$ cat config.mk
export PLATFORM = sky130hd
export DESIGN_NAME = saturn_jump_decoder
export DESIGN_NICKNAME = d
export VERILOG_FILES = /design/src/rtl/saturn_jump_pkg.sv /design/src/rtl/saturn_jump_opcode_lut.sv /design/src/rtl/saturn_jump_decoder.sv
export SDC_FILE = /design/constraint.sdc
export NUM_CORES = 1
export LEC_CHECK = 0
export ABC_AREA = 0
export BUFFER_PORTS_ARGS = -buffer_cell sky130_fd_sc_hd__buf_4
export CORE_MARGIN = 3
export CORE_UTILIZATION = 35
export CTS_CLUSTER_DIAMETER = 200
export DETAILED_ROUTE_END_ITERATION = 8
export PLACE_DENSITY = 0.61
export SYNTH_ARGS = -nofsm -noshare
export SYNTH_HDL_FRONTEND = slang
export SYNTH_SLANG_ARGS = --single-unit
$ cat constraint.sdc
create_clock -name i_clk -period 2.25 [get_ports i_clk]
set_input_delay 0.45 -clock i_clk [delete_from_list [all_inputs] [get_ports i_clk]]
set_output_delay 0.45 -clock i_clk [all_outputs]
set_load 0.01 [all_outputs]
$ cat src/rtl/saturn_jump_pkg.sv
// Shared types and jump-length codes for the Saturn jump pre-decoder and PC/RSTK block.
// Optional feature macro: SATURN_COND_JUMP_EN (adds GOC/GONC decode and the SKIP state).
package saturn_jump_pkg;

    typedef enum logic [2:0] {
        StIdle,
        StBlk0,
        StBlk8,
        StOffset,
        StSkip
    } jump_state_e;

    localparam logic [2:0] JL_NONE = 3'd0;
    localparam logic [2:0] JL_REL2 = 3'd1;
    localparam logic [2:0] JL_REL3 = 3'd2;
    localparam logic [2:0] JL_REL4 = 3'd3;
    localparam logic [2:0] JL_ABS5 = 3'd4;

    // A jump of length code L consumes L+1 offset nibbles.
    localparam logic [2:0] SKIP_LAST = 3'd1;

endpackage

$ cat src/rtl/saturn_jump_opcode_lut.sv
// Combinational opcode map: (state, nibble, carry) -> (next state, length, push, other).
// Optional feature macro: SATURN_COND_JUMP_EN (decodes 4/5 as GOC/GONC).
module saturn_jump_opcode_lut
    import saturn_jump_pkg::*;
(
    input  jump_state_e state_i,
    input  logic [3:0]  nibble_i,
    input  logic        carry_i,
    output jump_state_e next_state_o,
    output logic [2:0]  length_o,
    output logic        push_o,
    output logic        other_o
);

`ifndef SATURN_COND_JUMP_EN
    logic unused_carry;
    assign unused_carry = carry_i;
`endif

    always_comb begin
        next_state_o = StIdle;
        length_o     = JL_NONE;
        push_o       = 1'b0;
        other_o      = 1'b0;
        unique case (state_i)
            StIdle: begin
                case (nibble_i)
                    4'h0: next_state_o = StBlk0;
                    4'h8: next_state_o = StBlk8;
                    4'h6: begin
                        next_state_o = StOffset;
                        length_o     = JL_REL3;
                    end
                    4'h7: begin
                        next_state_o = StOffset;
                        length_o     = JL_REL3;
                        push_o       = 1'b1;
                    end
`ifdef SATURN_COND_JUMP_EN
                    4'h4, 4'h5: begin
                        // GOC takes the jump on carry set, GONC on carry clear.
                        if ((nibble_i == 4'h4) == carry_i) begin
                            next_state_o = StOffset;
                            length_o     = JL_REL2;
                        end else begin
                            next_state_o = StSkip;
                        end
                    end
`endif
                    default: other_o = 1'b1;
                endcase
            end
            StBlk8: begin
                case (nibble_i)
                    4'hC: begin
                        next_state_o = StOffset;
                        length_o     = JL_REL4;
                    end
                    4'hD: begin
                        next_state_o = StOffset;
                        length_o     = JL_ABS5;
                    end
                    4'hE: begin
                        next_state_o = StOffset;
                        length_o     = JL_REL4;
                        push_o       = 1'b1;
                    end
                    4'hF: begin
                        next_state_o = StOffset;
                        length_o     = JL_ABS5;
                        push_o       = 1'b1;
                    end
                    default: other_o = 1'b1;
                endcase
            end
            default: ;
        endcase
    end

endmodule

$ cat src/rtl/saturn_jump_decoder.sv
// Nibble-serial pre-decoder for Saturn RTN/GOTO/GOSUB/GOLONG-family control transfers.
// Optional feature macro: SATURN_COND_JUMP_EN (GOC/GONC with SKIP of untaken offsets).
module saturn_jump_decoder
    import saturn_jump_pkg::*;
(
    input  logic       i_clk,
    input  logic       i_reset,
    input  logic       i_clk_en,
    input  logic [3:0] i_phases,
    input  logic       i_bus_busy,
    input  logic       i_exec_unit_busy,
    input  logic [3:0] i_nibble,
    input  logic       i_instr_start,
    input  logic       i_carry,
    output logic       o_jump_instr,
    output logic [2:0] o_jump_length,
    output logic       o_push_pc,
    output logic       o_block_0x,
    output logic       o_other_instr,
    output logic       o_busy
);

    jump_state_e state_q, state_d;
    logic [2:0]  cnt_q, cnt_d;
    logic [2:0]  len_q, len_d;
    logic        jump_q, jump_d;
    logic        push_q, push_d;
    logic        blk0_q, blk0_d;
    logic        other_q, other_d;

    jump_state_e lut_next;
    logic [2:0]  lut_len;
    logic        lut_push;
    logic        lut_other;
    logic        slot;

    logic unused_phases;
    assign unused_phases = ^{i_phases[3], i_phases[1:0]};

    assign slot = i_clk_en & i_phases[2] & ~i_bus_busy & ~i_exec_unit_busy;

    saturn_jump_opcode_lut u_lut (
        .state_i     (state_q),
        .nibble_i    (i_nibble),
        .carry_i     (i_carry),
        .next_state_o(lut_next),
        .length_o    (lut_len),
        .push_o      (lut_push),
        .other_o     (lut_other)
    );

    always_comb begin
        state_d = state_q;
        cnt_d   = cnt_q;
        len_d   = len_q;
        jump_d  = jump_q;
        push_d  = push_q;
        blk0_d  = blk0_q;
        other_d = other_q;
        if (slot) begin
            other_d = 1'b0;
            unique case (state_q)
                StIdle, StBlk8: begin
                    // Instruction-start only matters in IDLE; BLK8 decodes its second nibble.
                    if (i_instr_start || (state_q == StBlk8)) begin
                        state_d = lut_next;
                        cnt_d   = 3'd0;
                        len_d   = lut_len;
                        push_d  = lut_push;
                        jump_d  = (lut_next == StOffset);
                        blk0_d  = (lut_next == StBlk0);
                        other_d = lut_other;
                    end
                end
                StBlk0: begin
                    blk0_d  = 1'b0;
                    state_d = StIdle;
                end
                StOffset: begin
                    if (cnt_q == len_q) begin
                        jump_d  = 1'b0;
                        len_d   = JL_NONE;
                        push_d  = 1'b0;
                        state_d = StIdle;
                    end else begin
                        cnt_d = cnt_q + 3'd1;
                    end
                end
                StSkip: begin
                    if (cnt_q == SKIP_LAST) begin
                        state_d = StIdle;
                    end else begin
                        cnt_d = cnt_q + 3'd1;
                    end
                end
                default: state_d = StIdle;
            endcase
        end
    end

    always_ff @(posedge i_clk) begin
        if (i_reset) begin
            state_q <= StIdle;
            cnt_q   <= 3'd0;
            len_q   <= JL_NONE;
            jump_q  <= 1'b0;
            push_q  <= 1'b0;
            blk0_q  <= 1'b0;
            other_q <= 1'b0;
        end else begin
            state_q <= state_d;
            cnt_q   <= cnt_d;
            len_q   <= len_d;
            jump_q  <= jump_d;
            push_q  <= push_d;
            blk0_q  <= blk0_d;
            other_q <= other_d;
        end
    end

    assign o_jump_instr  = jump_q;
    assign o_jump_length = len_q;
    assign o_push_pc     = push_q;
    assign o_block_0x    = blk0_q;
    assign o_other_instr = other_q;
    assign o_busy        = (state_q != StIdle);

endmodule

* Word-level counts from Yosys, hierarchy flattened
Index checks and enable logic that the tools add are counted.
** Word-level totals
- Register bits :: 13
- Input bits :: 15
- Logic and storage cells :: 82
** Cells by class
- Add/subtract/negate cells :: 1
- Equality and inequality tests :: 20
- Mux-type cells :: 31
- Bitwise logic cells :: 5
- Reduce and logical (&&, ||, !) cells :: 18
** Operators by type and width (count)
- $pmux 3 s2 :: 4
- $mux 3 :: 7
- $eq 4x4->1 const B :: 5
- $pmux 3 s3 :: 2
- $mux 1 :: 10
- $ne 2x2->1 const B :: 5
- $pmux 1 s2 :: 5
- $reduce_or 2->1 :: 5
- $eq 3x1->1 const B :: 3
- $eq 3x2->1 const B :: 3
- $eq 4x3->1 const B :: 2
- $reduce_and 4->1 :: 2
- $reduce_or 4->1 :: 2
- $pmux 2 s3 :: 1
- $reduce_bool 3->1 :: 2
- $reduce_and 5->1 :: 1
- $logic_not 4->1 :: 1
- $mux 2 :: 2
- $reduce_bool 2->1 :: 2
- $add 3x1->3 const B :: 1
- $and 1x1->1 :: 3
- $eq 3x3->1 :: 1
- $eq 3x3->1 const B :: 1
- $logic_not 3->1 :: 1
- other kinds (3) :: 4

* Depth between registers and ports, before layout
Gate-level depths: netlist of the first run.
- Depth in word-level cells :: 7
- Mapped depth :: 5

* Hierarchy
From an unflattened synthesis of the first run, not the netlist that was laid out.
** Unflattened totals
- Cells, all modules :: 118
- Area, all modules :: 944.7 um2
** Modules (own cells, without submodules)
- saturn_jump_decoder :: instances 1, cells an instance 96, area an instance 812.0 um2
- saturn_jump_opcode_lut :: instances 1, cells an instance 22, area an instance 132.6 um2

* Worst setup path before layout of the first run
No wires, ideal clock.
- Kind :: input to register
- Start point :: input i_exec_unit_busy
- End point :: register cnt_q[2]
- Setup time :: 0.086 ns
- Arrival :: 1.550 ns
- Required time :: 2.164 ns
- Path slack :: 0.614 ns
- Stages :: 4
- Cell sequence :: and4bb_2 o21ai_2 or4_1 a221oi_2
** Between the ends
- Cells in the longest elaborated chain, start to end :: 3
** RTL lines
- start, declared :: line saturn_jump_decoder.sv:11 : input logic i_exec_unit_busy,
- $not 1->1 :: line saturn_jump_decoder.sv:40 : assign slot = i_clk_en & i_phases[2] & ~i_bus_busy & ~i_exec_unit_busy;
- $and 1x1->1 :: line saturn_jump_decoder.sv:40
- $reduce_and 5->1 (no line)
- end signal, assigned :: line saturn_jump_decoder.sv:112 : cnt_q <= cnt_d;
- end, declared :: line saturn_jump_decoder.sv:24 : logic [2:0] cnt_q, cnt_d;
Every way passes these cells.
A chain may end at the register's enable or synchronous reset.

* Final worst setup path of the first run
- Start point :: register state_q[1]
- End point :: output o_busy
** Between the ends
- Cells in the longest elaborated chain, start to end :: 1
** RTL lines
- start, declared :: line saturn_jump_decoder.sv:23 : jump_state_e state_q, state_d;
- start signal, assigned :: line saturn_jump_decoder.sv:103 : state_q <= StIdle;
- start signal, assigned :: line saturn_jump_decoder.sv:111 : state_q <= state_d;
- $reduce_bool 3->1 :: line saturn_jump_decoder.sv:126 : assign o_busy = (state_q != StIdle);
- end, declared :: line saturn_jump_decoder.sv:20 : output logic o_busy
Every way passes these cells.

==> results of run 1 <==
==> worst reg2reg max path, delay by kind of cell (launching register included) <==
family,cells,cell delay (ns)
flops,1,0.59
simple gates,1,0.53
compound gates,2,0.46
==> registers in the layout (all words and copies together), names as in the netlist <==
signal         flops
o_jump_instr       1
o_push_pc          1
o_jump_length      3
cnt_q              3
o_other_instr      1
state_q            2
o_block_0x         1
==> cell usage after synthesis (all sizes together) (2+ instances only) <==
master,instances,share of area
or4b,2,0.028
dfxtp,12,0.34
nor2,4,0.021
or2,2,0.018
clkbuf,2,0.011
o21ai,12,0.090
or4,2,0.021
xnor2,3,0.037
and2,2,0.018
a21oi,16,0.11
or3,4,0.035
inv,3,0.016
nand2,2,0.011
nand4,5,0.044
==> worst paths after layout <==
kind / startpoint / endpoint / slack [ns]
min: i_reset / o_other_instr / 0.45
min reg2reg: o_other_instr / o_other_instr / 0.46
max: state_q[1] / o_busy / 0.57
max reg2reg: state_q[1] / cnt_q[2] / 0.60
==> layer usage <==
metal | share of wire | up-vias | routed length [um] | track usage
met3 | 0.036 | 2 | 61 | 0.0379
met4 | 0.0099 | 0 | 17 | 0.0852
met2 | 0.43 | 12 | 736 | 0.217
met1 | 0.53 | 331 | 904 | 0.196
met5 | 0 | - | 0 | 0
li1 | - | 376 | - | -
==> logic make-up after synthesis <==
logic type      Yosys count  share of synthesized area
buf+inv                   5                     0.0264
flops                    12                      0.337
fa+ha+maj                 1                     0.0176
xor+xnor                  3                     0.0369
simple gates             31                      0.295
compound gates           35                      0.286
==> stage by stage <==
stage | area [sq um] | total power, W
global route | 907 | 0.000456
CTS | 907 | 0.000441
detailed placement | 871 | 0.000264
global placement | 871 | 0.000264
finish | 907 | 0.000435
floorplan | 712 | 0.000240
==> where the power goes <==
group           total, W  internal, W  switching, W
Sequential      0.000215     0.000213    0.00000143
Clock           0.000175    0.0000983     0.0000772
Combinational  0.0000452    0.0000227     0.0000224
==> final cells by class <==
class                   instances  area (sq um)  area share
clock buffers                   4          36.3      0.0400
inverters                       3          11.3      0.0124
multi-input cells              70           453       0.499
flip-flops and latches         12           240       0.265
well taps                      25          31.3      0.0345
repair buffers                 18           135       0.149
==> qor.yml, run 1 <==
cts_setup_buffers: 0
startpoint_type: "register"
cpPeakStageDelay_ns: 0.45
clockBufferDepth: 2
initial_core_util: 0.391
endpoint_kind: "output pin"
grt_antenna_before_repair: 0
antenna_cells: 0
viasPerCell: 5.46
crit_family: "flip-flops"
final_util: 0.498
dpl.hpwl_um: 1290
critPathSlowestCell: "dfxtp_1"
wl_per_cell_um: 13.0
hold_violations: 0
drcViolationCount: 0
dr.pass1.iters: 4
synthArstFlopShare: 0
layout.cells.non_filler: 132
n_fill_cell: 187
reg2reg_depth: 3
ys_seq_area_frac: 0.337
clk_pin_slew_ns: 0.08
drt_iter0_markers: 14
slew_violations: 0
grt_pass1_wl_um: 2950
max_slew.worst_pin.slew_ns: 0.618
nNetsFinal: 124
netlist_area_sq_um: 712
grt_use_total: 0.149
synthCells: 87
clock_sink_count: 12
path_buf_inv: 1
power.density_nw_per_um2: 480
gp_congestion: 0.796
grt_setup_unrepaired: "no"
crit_cells: 2
place_inst: 128
leakagePower_nw: 0.334
synth-main-ff-cell: "dfxtp_1"
drive_above_1_share: 0.262
final.setup.worst_slack_ns: 0.573
die_area_sq_um: 2610
holdBufCountCts: 0
finalSetupTns_ns: 0
setup_viol: 0
path_class: "reg -> out"
die_x_um: 51.1
numCtsBuffers: 3
whs_ns: 0.446
syn_to_final_growth_pct: 27.4
cts_root_buf: "clkbuf_4"
vias: 721
ys_ff_latch: 12
core_sq_um: 1820
cts_tree: "yes"
skew_ns: 0.00221
fmax_mhz: 596
ir_drop_mv: 0.241
h-tree-depth: 1
clkLatencyLatePin_ns: 0.27
synth_fp_nets: 103
rows: 15
drv_cap: 0
final_antenna_net_count: 0
avgSynthCellArea_sq_um: 8.18
ys_warn_count: 0
period_share: 0.745
grt.overflow.total: 0
crit_fanout: 15
cp_data_arrival_time_ns: 1.23
slew_headroom: 0.586
postCtsResizedCells: 0
portBuffers: 18
yosysUniqueCellTypes: 32
status: "complete, no violations"
final_common_cell: "buf_4"
hold_path_class: "in -> reg"
grt_pass1_vias: 695
synth_edf_count: 0
hold_depth: 2
die_h_um: 51.1
design.portCount: 23
path_cells: "or2_2, buf_4"
fin_crit_ns: 1.68
required_ns: 1.80
totalWireLength_um: 1720
place_ws_ns: 0.387
final_cell_mix: "buf_4, a21oi_1, dfxtp_1, o21ai_0, nand4_1"
grt_max_degree: 16
Note: power is estimated with default switching activity, not from simulation.
==> run 2: changes to the inputs <==
--- a/config.mk
+++ b/config.mk
@@ -5,13 +5,13 @@
 export SDC_FILE = /design/constraint.sdc
 export NUM_CORES = 1
 export LEC_CHECK = 0
-export ABC_AREA = 0
+export ABC_AREA = 1
 export BUFFER_PORTS_ARGS = -buffer_cell sky130_fd_sc_hd__buf_4
 export CORE_MARGIN = 3
 export CORE_UTILIZATION = 35
 export CTS_CLUSTER_DIAMETER = 200
 export DETAILED_ROUTE_END_ITERATION = 8
-export PLACE_DENSITY = 0.61
+export PLACE_DENSITY = 0.63
 export SYNTH_ARGS = -nofsm -noshare
 export SYNTH_HDL_FRONTEND = slang
 export SYNTH_SLANG_ARGS = --single-unit
==> constraint.sdc (replaced) <==
create_clock -name i_clk -period 1.4 [get_ports i_clk]
set_input_delay 0.28 -clock i_clk [delete_from_list [all_inputs] [get_ports i_clk]]
set_output_delay 0.28 -clock i_clk [all_outputs]
set_load 0.01 [all_outputs]
==> qor.yml, run 2 <==
netlist_area_sq_um: 733  # was 712 sq um
grt_antenna_before_repair: 0  # unchanged
clockBufferDepth: 2  # unchanged
grt_pass1_wl_um: 2890  # was 2950 um
clkLatencyLatePin_ns: 0.27  # about the same
drcViolationCount: 0  # unchanged
yosysUniqueCellTypes: 20  # was 32
startpoint_type: "register"  # unchanged
cts_root_buf: "clkbuf_4"  # unchanged
synth_fp_nets: 129  # was 103
design.portCount: 23  # unchanged
syn_to_final_growth_pct: 28.2  # was 27.4%
synth-main-ff-cell: "dfxtp_1"  # unchanged
grt_pass1_vias: 707  # was 695
gp_congestion: 0.766  # was 0.796
synthCells: 113  # was 87
synth_top_area_cell: "dfxtp_1"  # unchanged
antenna_cells: 0  # unchanged
hold_depth: 2  # unchanged
postCtsResizedCells: 0  # unchanged
dr.pass1.iters: 4  # unchanged
path_class: "reg -> out"  # unchanged
yosysTopAreaCellShare: 0.328  # was 0.337
r2r_end: "o_jump_length[2]"  # was cnt_q[2]
final_common_cell: "nand2_1"  # was buf_4
hold_violations: 0  # unchanged
slew_violations: 0  # unchanged
vias: 772  # was 721
initial_core_util: 0.395  # was 0.391
h-tree-depth: 1  # unchanged
status: "complete, no violations"  # unchanged
cpPeakStageDelay_ns: 0.35  # was 0.45 ns
crit_fanout: 5  # was 15
grt_max_degree: 12  # was 16
die_area_sq_um: 2680  # was 2610 sq um
cts_setup_buffers: 0  # unchanged
r2r_start: "cnt_q[2]"  # was state_q[1]
final_util: 0.506  # was 0.498
netlist_top_cells_area: "dfxtp_1, nand2_1, nand3_1"  # was dfxtp_1, a21oi_1, o21ai_0
fin_crit_ns: 1.31
synth_edf_count: 0  # unchanged
grtUsageMet2: 0.227  # was 0.217
reg2reg_setup_slack_ns: 0.10  # was 0.60 ns
ys_seq_area_frac: 0.328  # was 0.337
die_h_um: 51.8  # was 51.1 um
reg2reg_depth: 6  # was 3
hold_path_class: "in -> reg"  # unchanged
crit_family: "flip-flops"  # unchanged
endpoint_kind: "output pin"  # unchanged
hold_start: "i_reset"  # unchanged
clk_pin_slew_ns: 0.07  # was 0.08 ns
viasPerCell: 4.83  # was 5.46
hold_path_end: "state_q[1]"  # was o_other_instr
ys_warn_count: 0  # unchanged
grt_setup_unrepaired: "no"  # unchanged
grt_use_total: 0.142  # was 0.149
period_share: 0.937
finalSetupTns_ns: 0  # unchanged
use_met1: 0.174  # was 0.196
avgSynthCellArea_sq_um: 6.49  # was 8.18 sq um
core_sq_um: 1860  # was 1820 sq um
rows: 15  # unchanged
path_cells: "nor2_2, inv_2, buf_4"  # was or2_2, buf_4
numCtsBuffers: 3  # unchanged
die_x_um: 51.8  # was 51.1 um
portBuffers: 18  # unchanged
cp_data_arrival_time_ns: 1.03  # was 1.23 ns
skew_ns: 0.00231  # was 0.00221 ns
holdBufCountCts: 0  # unchanged
leakagePower_nw: 0.423  # was 0.334 nW
required_ns: 1.12  # was 1.80 ns
final_antenna_net_count: 0  # unchanged
ys_ff_latch: 12  # unchanged
critPathSlowestCell: "dfxtp_2"  # was dfxtp_1
synth.most_common_cell: "nand2_1"  # was a21oi_1
drv_cap: 0  # unchanged
path_buf_inv: 2  # was 1
cts_tree: "yes"  # unchanged
dpl.hpwl_um: 1350  # was 1290 um
slew_headroom: 0.856  # was 0.586
synthArstFlopShare: 0  # unchanged
ir_drop_mv: 0.467  # was 0.241 mV
final_cell_mix: "nand2_1, buf_4, inv_1, nor2_1"  # was buf_4, a21oi_1, dfxtp_1, o21ai_0, nand4_1
clock_sink_count: 12  # unchanged
synth_commonest_cells: "nand2_1, nor2_1, dfxtp_1, inv_1, nand3_1"  # was a21oi_1, dfxtp_1, o21ai_0, nand4_1
grtUsageMet3: 0.0544  # was 0.0379
nNetsFinal: 153  # was 124
fmax_mhz: 762
drt_iter0_markers: 9  # was 14
setup_viol: 0  # unchanged
power.density_nw_per_um2: 674  # was 480 nW/um^2
top_usage_layer: "met2"  # unchanged
wl_per_cell_um: 10.5  # was 13.0 um
totalWireLength_um: 1680  # was 1720 um
grt.overflow.total: 0  # unchanged
drive_above_1_share: 0.296  # was 0.262
max_slew.worst_pin.slew_ns: 0.214  # was 0.618 ns
[run 2: cell families (layout without fill, tap and decap cells)]
family                     count (synthesis)  count (layout)  share of synthesized area
and+or+nand+nor                           63              63                      0.394
buffers and inverters                     18              40                      0.102
DFF                                       12              12                      0.328
xor gates and xnor gates                   2               2                     0.0239
AOI/OAI and AO/OA                         17              17                      0.135
adders and majority gates                  1               1                     0.0171
[run 2: metrics by stage]
| stage | hold WS, ns | cell area [sq um] | setup slack, ns | power [W] | std cells |
|---|---|---|---|---|---|
| 6_report | 0.256 | 940 | 0.0876 | 0.000633 | 160 |
| 3_5_place_dp | 0.458 | 907 | 0.0808 | 0.000437 | 157 |
| 3_3_place_gp | 0.454 | 907 | 0.0948 | 0.000435 | 157 |
| 2_1_floorplan | 0.441 | 733 | 0.215 | 0.000399 | 113 |
| 4_1_cts | 0.263 | 930 | 0.0539 | 0.000637 | 160 |
| 5_1_grt | 0.250 | 940 | 0.0126 | 0.000666 | 160 |
[run 2: worst reg2reg max path, delay by kind of cell (launching register included)]
| kind | cells | cell delay, ns |
|---|---|---|
| flops | 1 | 0.40 |
| compound gates | 1 | 0.06 |
| simple gates | 4 | 0.58 |
| xor+xnor | 1 | 0.15 |
[run 2: area by class of cell]
cell class / instances / area (sq um)
Fill cell: 193 / 918
Multi-Input combinational cell: 83 / 423
Sequential cell: 12 / 245
Timing Repair Buffer: 21 / 158
Inverter: 16 / 60.1
Tap cell: 25 / 31.3
Clock buffer: 3 / 22.5
[run 2: report_power, final]
group | internal, W | switching (W)
Combinational | 0.0000371 | 0.0000448
Clock | 0.0000995 | 0.000105
Sequential | 0.000343 | 0.00000366
Total | 0.000480 | 0.000153
[run 2: worst max path at each step]
stage | startpoint | endpoint | slack (ns) | depth (start not counted)
3_3_place_gp | i_bus_busy | o_push_pc | 0.09 | 8
4_1_cts | state_q[1] | o_busy | 0.05 | 3
6_report | state_q[1] | o_busy | 0.09 | 3
2_1_floorplan | state_q[1] | cnt_q[0] | 0.21 | 9
5_1_grt | state_q[0] | o_push_pc | 0.01 | 8
3_5_place_dp | state_q[1] | o_jump_length[1] | 0.08 | 5
[run 2: per-layer routing]
layer,vias to the layer above,part of all wire
met4,0,0.0065
met2,15,0.47
met1,344,0.47
met3,2,0.045
met5,-,0
li1,411,-
==> run 3: changes to the inputs <==
--- a/config.mk
+++ b/config.mk
@@ -12,6 +12,7 @@
 export CTS_CLUSTER_DIAMETER = 200
 export DETAILED_ROUTE_END_ITERATION = 8
 export PLACE_DENSITY = 0.63
+export RECOVER_POWER = 25
 export SYNTH_ARGS = -nofsm -noshare
 export SYNTH_HDL_FRONTEND = slang
 export SYNTH_SLANG_ARGS = --single-unit
==> qor.yml, run 3 (same netlist as run 2, synthesis figures left out) <==
status: "complete, no violations"  # unchanged
hold_violations: 0  # unchanged
wl_per_cell_um: 10.5  # about the same
die_x_um: 51.8  # unchanged
regArea_sq_um: 245  # unchanged
gp_congestion: 0.766  # unchanged
die_h_um: 51.8  # unchanged
grt_antenna_before_repair: 0  # unchanged
clkLatencyLatePin_ns: 0.27  # about the same
dr.pass1.iters: 4  # unchanged
skew_ns: 0.00230  # was 0.00231 ns
viasPerCell: 4.83  # about the same
final_cell_mix: "nand2_1, buf_4, inv_1, nor2_1"  # unchanged
slew_violations: 0  # unchanged
finalSetupTns_ns: 0  # unchanged
clk_pin_slew_ns: 0.07  # about the same
n_fill_cell: 197  # was 193
grt_setup_unrepaired: "no"  # unchanged
startpoint_type: "register"  # unchanged
required_ns: 1.12  # about the same
drv_cap: 0  # unchanged
final_cell_area_sq_um: 921  # was 940 sq um
period_share: 0.938  # was 0.937
crit_family: "flip-flops"  # unchanged
cp_data_arrival_time_ns: 1.03  # about the same
setup_viol: 0  # unchanged
drt_iter0_markers: 9  # unchanged
h-tree-depth: 1  # unchanged
fin_crit_ns: 1.31  # about the same
hold_path_class: "in -> reg"  # unchanged
grt_pass1_vias: 707  # unchanged
whs_ns: 0.256  # about the same
cts_root_buf: "clkbuf_4"  # unchanged
clock_sink_count: 12  # unchanged
design.portCount: 23  # unchanged
antenna_cells: 0  # unchanged
power.density_nw_per_um2: 687  # was 674 nW/um^2
cpPeakStageDelay_ns: 0.35  # about the same
multi_input_area_sq_um: 423  # unchanged
final_antenna_net_count: 0  # unchanged
grt_pass1_wl_um: 2890  # unchanged
place_area_sq_um: 907  # unchanged
endpoint_kind: "output pin"  # unchanged
initial_core_util: 0.395  # unchanged
die_area_sq_um: 2680  # unchanged
path_buf_inv: 2  # unchanged
crit_fanout: 5  # unchanged
critPathSlowestCell: "dfxtp_2"  # unchanged
grt_max_degree: 12  # unchanged
path_class: "reg -> out"  # unchanged
rows: 15  # unchanged
leakagePower_nw: 0.401  # was 0.423 nW
core_sq_um: 1860  # unchanged
ir_drop_mv: 0.467  # about the same
nNetsFinal: 153  # unchanged
clockBufferDepth: 2  # unchanged
syn_to_final_growth_pct: 25.6  # was 28.2%
drive_above_1_share: 0.259  # was 0.296
path_cells: "nor2_2, inv_2, buf_4"  # unchanged
final_common_cell: "nand2_1"  # unchanged
dpl.hpwl_um: 1350  # unchanged
totalWireLength_um: 1670  # was 1680 um
portBuffers: 18  # unchanged
max_slew.worst_pin.slew_ns: 0.214  # unchanged
grt.overflow.total: 0  # unchanged
vias: 773  # was 772
grt_use_total: 0.142  # unchanged
fmax_mhz: 762  # about the same
numCtsBuffers: 3  # unchanged
final_util: 0.496  # was 0.506
drcViolationCount: 0  # unchanged
slew_headroom: 0.856  # unchanged
holdBufCountCts: 0  # unchanged
cts_tree: "yes"  # unchanged
## run 3: cell count changes in the layout (fill, tap and decap cells not counted)
cell and change:
buf_4 -5, clkbuf_1 +5
## run 3: layout make-up
| cell class | instances | area share |
|---|---|---|
| inverter | 16 | 0.0652 |
| clock buffer | 3 | 0.0245 |
| tap | 25 | 0.0340 |
| sequential | 12 | 0.266 |
| multi-input combinational | 83 | 0.459 |
| timing repair buffer | 21 | 0.151 |
## run 3: metrics by stage
step,std cells,worst slack (ns),power [W]
after detailed placement,157,0.0808,0.000437
after global routing,160,0.0126,0.000665
after CTS,160,0.0539,0.000637
after floorplan,113,0.215,0.000399
after global placement,157,0.0948,0.000435
final,160,0.0874,0.000632
## run 3: report_power, final
part	switching, W	total [W]	internal [W]
logic	0.0000447	0.0000811	0.0000364
registers	0.00000362	0.000347	0.000343
clock network	0.000105	0.000205	0.0000996
total	0.000153	0.000632	0.000479
## run 3: worst paths after layout
| check | endpoint | cells after the start | slack (ns) | from |
|---|---|---|---|---|
| hold reg to reg | o_push_pc | 2 | 0.46 | o_push_pc |
| setup reg to reg | o_jump_length[2] | 6 | 0.10 | cnt_q[2] |
| setup / recovery | o_busy | 3 | 0.09 | state_q[1] |
| hold / removal | state_q[1] | 2 | 0.26 | i_reset |
## run 3: what timing repair did
action | CTS | global route
setup buffers | 0 | 0
gates resized for setup | 0 | 5
endpoints found under the setup margin | 0 | 13
## run 3: routing by layer
metal	global-route usage	up-vias	part of all wire
li1	-	411	-
met1	0.174	345	0.47
met2	0.227	15	0.47
met3	0.0544	2	0.047
met4	0.0480	0	0.0066
met5	0	-	0
